--- src/rtl/fetch_stage.sv ---
// fetch_stage: instruction-fetch stage and IF/ID pipeline register.
// Owns the fetch PC and drives the instruction-memory request/ready handshake.
// It takes stall, flush and branch-redirect controls from the hazard unit.
// A one-entry hold buffer keeps a word that memory returned while the pipe was stalled.
// A drain state lets a redirect wait out a request that memory has not yet answered.
// Optional feature macro: FETCH_PERF_CNT_EN enables the stall and bubble counters.
// With the macro undefined, both counter outputs are tied to zero.
module fetch_stage #(
   parameter logic [31:0] RESET_PC = 32'h0000_0000,
   parameter logic [31:0] NOP_INSN = 32'h0000_0013
) (
   input  logic        clk,
   input  logic        reset,
   input  logic        stallF,
   input  logic        stallD,
   input  logic        flushD,
   input  logic        branch_sig,
   input  logic [31:0] branch_target,
   output logic        imem_req,
   output logic [31:0] imem_addr,
   input  logic [31:0] imem_rdata,
   input  logic        imem_ready,
   output logic [31:0] instrD,
   output logic [31:0] pcD,
   output logic        validD,
   output logic [31:0] stall_cnt,
   output logic [31:0] bubble_cnt
);

   typedef enum logic [1:0] {
      S_FETCH = 2'd0,
      S_BUF   = 2'd1,
      S_DRAIN = 2'd2
   } state_t;

   typedef enum logic [1:0] {
      IFID_HOLD   = 2'd0,
      IFID_BUBBLE = 2'd1,
      IFID_WORD   = 2'd2,
      IFID_BUF    = 2'd3
   } ifid_op_t;

   state_t      state, state_n;
   ifid_op_t    ifid_op;
   logic [31:0] pc_f, pc_n;
   logic [31:0] addr_f, addr_n;
   logic [31:0] hold_buf, buf_n;
   logic [31:0] addr_plus4;
   logic        stl;
   logic        hold_stl;

   // A flush overrides a stall, so the pipe only really holds when stalled and not flushed.
   assign stl        = stallF | stallD;
   assign hold_stl   = stl & ~flushD;
   assign addr_plus4 = addr_f + 32'd4;

   // The bus address is the registered fetch address.
   // No request is made while the buffer is full or reset is asserted.
   assign imem_addr = addr_f;
   assign imem_req  = reset & (state != S_BUF);

   // Fetch state, PC, bus address and hold buffer registers.
   always_ff @(posedge clk or negedge reset) begin
      if (!reset) begin
         state    <= S_FETCH;
         pc_f     <= RESET_PC;
         addr_f   <= RESET_PC;
         hold_buf <= 32'd0;
      end else begin
         state    <= state_n;
         pc_f     <= pc_n;
         addr_f   <= addr_n;
         hold_buf <= buf_n;
      end
   end

   // Next-state logic and the choice of what loads into IF/ID.
   // A redirect beats a flush, a flush beats a stall, and a stall beats a normal load.
   always_comb begin
      state_n = state;
      pc_n    = pc_f;
      addr_n  = addr_f;
      buf_n   = hold_buf;
      ifid_op = IFID_HOLD;
      if (branch_sig) begin
         ifid_op = IFID_BUBBLE;
         pc_n    = branch_target;
         case (state)
            S_FETCH: begin
               if (imem_ready) begin
                  addr_n = branch_target;
               end else begin
                  state_n = S_DRAIN;
               end
            end
            S_BUF: begin
               addr_n  = branch_target;
               state_n = S_FETCH;
            end
            S_DRAIN: begin
               if (imem_ready) begin
                  addr_n  = branch_target;
                  state_n = S_FETCH;
               end
            end
            default: begin
               state_n = S_FETCH;
            end
         endcase
      end else begin
         case (state)
            S_FETCH: begin
               if (!imem_ready) begin
                  if (!hold_stl) begin
                     ifid_op = IFID_BUBBLE;
                  end
               end else begin
                  addr_n = addr_plus4;
                  pc_n   = addr_plus4;
                  if (!hold_stl) begin
                     ifid_op = flushD ? IFID_BUBBLE : IFID_WORD;
                  end else begin
                     buf_n   = imem_rdata;
                     state_n = S_BUF;
                  end
               end
            end
            S_BUF: begin
               if (!hold_stl) begin
                  ifid_op = flushD ? IFID_BUBBLE : IFID_BUF;
                  state_n = S_FETCH;
               end
            end
            S_DRAIN: begin
               if (!hold_stl) begin
                  ifid_op = IFID_BUBBLE;
               end
               if (imem_ready) begin
                  addr_n  = pc_f;
                  state_n = S_FETCH;
               end
            end
            default: begin
               state_n = S_FETCH;
            end
         endcase
      end
   end

   // IF/ID pipeline register, which loads a fetched word, the buffered word, a bubble, or holds.
   always_ff @(posedge clk or negedge reset) begin
      if (!reset) begin
         instrD <= NOP_INSN;
         pcD    <= 32'd0;
         validD <= 1'b0;
      end else begin
         case (ifid_op)
            IFID_BUBBLE: begin
               instrD <= NOP_INSN;
               pcD    <= 32'd0;
               validD <= 1'b0;
            end
            IFID_WORD: begin
               instrD <= imem_rdata;
               pcD    <= addr_f;
               validD <= 1'b1;
            end
            IFID_BUF: begin
               instrD <= hold_buf;
               pcD    <= addr_f - 32'd4;
               validD <= 1'b1;
            end
            default: begin
               instrD <= instrD;
               pcD    <= pcD;
               validD <= validD;
            end
         endcase
      end
   end

`ifdef FETCH_PERF_CNT_EN
   logic [31:0] stall_q;
   logic [31:0] bubble_q;

   // Free-running wrap-around counters for stalled cycles and bubbles loaded into IF/ID.
   always_ff @(posedge clk or negedge reset) begin
      if (!reset) begin
         stall_q  <= 32'd0;
         bubble_q <= 32'd0;
      end else begin
         if (stl) begin
            stall_q <= stall_q + 32'd1;
         end
         if (ifid_op == IFID_BUBBLE) begin
            bubble_q <= bubble_q + 32'd1;
         end
      end
   end

   assign stall_cnt  = stall_q;
   assign bubble_cnt = bubble_q;
`else
   assign stall_cnt  = 32'd0;
   assign bubble_cnt = 32'd0;
`endif

endmodule

--- config.mk ---
export PLATFORM = sky130hd
export DESIGN_NAME = fetch_stage
export DESIGN_NICKNAME = d
export VERILOG_FILES = /design/src/rtl/fetch_stage.sv
export SDC_FILE = /design/constraint.sdc
export NUM_CORES = 1
export LEC_CHECK = 0
export ABC_CLOCK_PERIOD_IN_PS = 5400
export CORE_UTILIZATION = 55
export CTS_CLUSTER_SIZE = 14
export DETAILED_ROUTE_END_ITERATION = 10
export PLACE_DENSITY = 0.87
export SYNTH_ARGS = -nofsm -noshare
export SYNTH_HDL_FRONTEND = slang
export SYNTH_SLANG_ARGS = --single-unit
export TNS_END_PERCENT = 20
--- constraint.sdc ---
create_clock -name clk -period 5.4 [get_ports clk]
set_input_delay 1.08 -clock clk [delete_from_list [all_inputs] [get_ports clk]]
set_output_delay 1.08 -clock clk [all_outputs]
set_load 0.005 [all_outputs]
==> impl_metrics.ini <==
[status]
outcome = completed

[placed_design]
numPortBuffers = 168
dp_worst_setup_slack_ns = 1.497
dp_hpwl_um = 18050
gpl.final_weighted_congestion = 0.8644

[pwr]
p_per_area_nw_per_um2 = 295.7
leakage_nw = 4.739
worst_ir_drop_vdd_mv = 0.2445
power.total_mw = 3.455

[worst_setup_path]
critical_path.slowest_cell = sky130_fd_sc_hd__nor4b_2
worstSetupStartpointType = input pin
worst-r2r-cell-count = 5
critical_path_depth = 7
critPathBufInv = 2
timing.rr.start = imem_addr[5]
cp_slowest_stage_delay_ns = 0.95
crit_chain = clkdlybuf4s50_1 -> o21bai_1 -> a31oi_1 -> buf_4 -> nor4b_2 -> or3b_2 -> nand3_1
crit_required_ns = 5.78
critical_path_peak_fanout = 13
reg2reg_slack_ns = 2.42
critPathArrivalTime_ns = 3.89
timing.setup.critical_path_class = input pin to flop
critPathTopFamily = simple AND/OR/NAND/NOR gates
worst_setup_path_end_kind = flop
worst_r2r_endpoint = pcD[18]

[global_routing]
grt_first_pass_wirelength_um = 44190
antenna_found_initial = 0
grt_usage = 0.3113
grt_pass1_vias = 8669
grt_start_max_net_pins = 98
globalRoute.totalOverflow = 0

[run]
drv_cap = 0

[drt]
vias_after_detailed_routing = 8794
dr.pass1.iters = 5
vias_per_inst = 6.246
antenna_violating_nets_post_route = 0
totalWireLength_um = 27730
drt_iter0_drc = 959
wire_per_inst_um = 19.69
post-route-drc-count = 0

[clock_tree]
clockBufferDepth = 2
clock-root-buffer = sky130_fd_sc_hd__clkbuf_16
cts.sink_count = 163
tritoncts = built
clock_latency_late_sink_ns = 0.45
worst_setup_hold_path_clk_slew_ns = 0.07
cts_htree_levels = 4
ctsResizeCount = 0
post_cts.repair.setup_buffers = 0
tritoncts.num_buffers = 17
postCtsHoldBufs = 0

[layout]
drive_gt1_frac = 0.1192
num_antenna_cells = 0
syn_to_final_growth_pct = 21.35
nFillCells = 1303
final_net_count = 1243

[timing]
setup_viol = 0
timing.final.ws_setup_ns = 1.886
final.min_clock_period_ns = 3.514
fin_setup_tns_ns = 0
finalCritPeriodShare = 0.6507
tightestPinTransition_ns = 1.116
worst_slew_margin_rel = 0.2543
timing_hold_violations_final = 0
timing_max_transition_violations_final = 0
final.setup_skew_ns = 0.01101
max_freq_ghz = 0.2846
rsz0062_at_grt = false

[synth]
synth-seq-area-share = 0.4241
yosys-top-cells-count = 160 x sky130_fd_sc_hd__dfrtp_1, 118 x sky130_fd_sc_hd__nand2_1, 73 x sky130_fd_sc_hd__nand3_1
netlist_instances = 1064
avgSynthCellArea_um2 = 9.048
synth_top_area_frac = 0.4159
synth_async_sr_flop_share = 1.000
netlist.top_cell.by_area = sky130_fd_sc_hd__dfrtp_1
synth.cell_area_um2 = 9627
synth_flop_cell = sky130_fd_sc_hd__dfrtp_1
synth_enable_flop_cells = 0
ys_ff_latch = 163
synthTopCellsByArea = sky130_fd_sc_hd__dfrtp_1 42%, sky130_fd_sc_hd__mux2_2 7.5%, sky130_fd_sc_hd__buf_4 5.0%
synth_cell_type_count = 73
synthMostInstantiatedCell = sky130_fd_sc_hd__dfrtp_1
yosysWarningCount = 0

[floorplan]
floorplan.io_pins = 233
initial_utilization = 0.5605
core-area_um2 = 17180
design.die.area_um2 = 18040
die_x_um = 134.3
floorplan.rows = 48
die_height_um = 134.3

[worst_hold_path]
min_delay_path_depth = 2
worstHoldPathType = flop to flop
launch_point_of_the_worst_hold_path = pcD[6]
worstHoldEndpoint = pcD[6]
-- area by class of cell --
| type | count | area, µm² | area share |
|---|---|---|---|
| multi-input cells | 792 | 4902 | 0.4196 |
| flip-flops and latches | 163 | 4083 | 0.3495 |
| repair buffers | 184 | 1800 | 0.1541 |
| clock buffers | 19 | 452.9 | 0.03877 |
| well taps | 225 | 281.5 | 0.02410 |
| clock inverters | 13 | 117.6 | 0.01007 |
| inverters | 12 | 45.04 | 0.003856 |
-- sequential cells by signal, indices dropped and copies added, names as in the netlist --
signal and flops:
hold_buf 32, imem_addr 32, instrD 32, pcD 32
pc_f 32, state 2, validD 1
-- power breakdown --
part	leakage [nW]	internal, mW	total, mW	switching [mW]
clock network	0.273	0.628	1.18	0.554
logic	2.39	0.344	0.685	0.341
registers	2.08	1.37	1.59	0.222
total	4.74	2.34	3.46	1.12
-- stage by stage --
stage	utilization	hold WS [ns]	cell area, µm²	cells
finish	0.6801	0.4818	11680	1408
global route	0.6801	0.4980	11680	1408
CTS	0.6801	0.4837	11680	1408
detailed placement	0.6469	0.4687	11110	1376
global placement	0.6469	0.4583	11110	1376
floorplan	-	0.4699	9863	1127
-- layout by cell type, fill, tap and decap left out, types with 5 or more instances in the layout --
master,synthesis,final
sky130_fd_sc_hd__nor3b_1,11,10
sky130_fd_sc_hd__or3_1,9,9
sky130_fd_sc_hd__a31o_2,5,5
sky130_fd_sc_hd__nor3_1,24,24
sky130_fd_sc_hd__a22oi_1,5,5
sky130_fd_sc_hd__and2_1,5,5
sky130_fd_sc_hd__buf_4,64,17
sky130_fd_sc_hd__o31ai_1,10,10
sky130_fd_sc_hd__mux2i_1,19,19
sky130_fd_sc_hd__inv_1,12,12
sky130_fd_sc_hd__or4_1,6,6
sky130_fd_sc_hd__clkdlybuf4s50_1,0,166
sky130_fd_sc_hd__o21ai_0,59,59
sky130_fd_sc_hd__a21oi_1,66,65
sky130_fd_sc_hd__and3_1,10,10
sky130_fd_sc_hd__xor2_1,12,12
sky130_fd_sc_hd__a31oi_1,8,8
sky130_fd_sc_hd__nor4_1,22,20
sky130_fd_sc_hd__nand2_1,118,118
sky130_fd_sc_hd__nand4_1,15,15
sky130_fd_sc_hd__dfrtp_1,160,160
sky130_fd_sc_hd__conb_1,1,64
sky130_fd_sc_hd__a22o_1,6,6
sky130_fd_sc_hd__nand3b_1,20,20
sky130_fd_sc_hd__o31a_1,6,6
sky130_fd_sc_hd__nor2_1,54,53
sky130_fd_sc_hd__clkbuf_16,0,17
sky130_fd_sc_hd__a221oi_1,5,5
sky130_fd_sc_hd__nand3_1,73,73
sky130_fd_sc_hd__mux2_2,64,64
sky130_fd_sc_hd__xnor2_1,15,15
-- worst max-delay path by stage --
stage | from | end
global route | stallD | pcD[18]
CTS | stallD | pcD[18]
global placement | stallD | pcD[18]
floorplan | stallD | pcD[22]
detailed placement | stallD | pcD[18]
finish | stallD | pcD[18]
-- tightest hold or removal path, cell delays in order, from the launching register on --
cell and delay, ns:
sky130_fd_sc_hd__dfrtp_1 0.34, sky130_fd_sc_hd__nand2_1 0.05, sky130_fd_sc_hd__o21ai_0 0.06
-- layer usage --
layer / up-vias / share of wire / track usage
met5: - / 0 / 0
met4: 0 / 0.040 / 0.1617
li1: 3924 / - / -
met1: 4271 / 0.40 / 0.4033
met2: 501 / 0.47 / 0.4807
met3: 98 / 0.091 / 0.08088
-- cells by family after synthesis --
group                    share of synthesized area
flip-flops                                  0.4241
other                                    0.0003895
AO/OA/AOI/OAI                               0.1475
AND/OR/NAND/NOR                             0.2119
XOR/XNOR                                   0.02456
buffers and inverters                      0.09436
adder cells (fa/ha/maj)                   0.002599
multiplexers                               0.09462
Power figures use the tool's default switching activity.
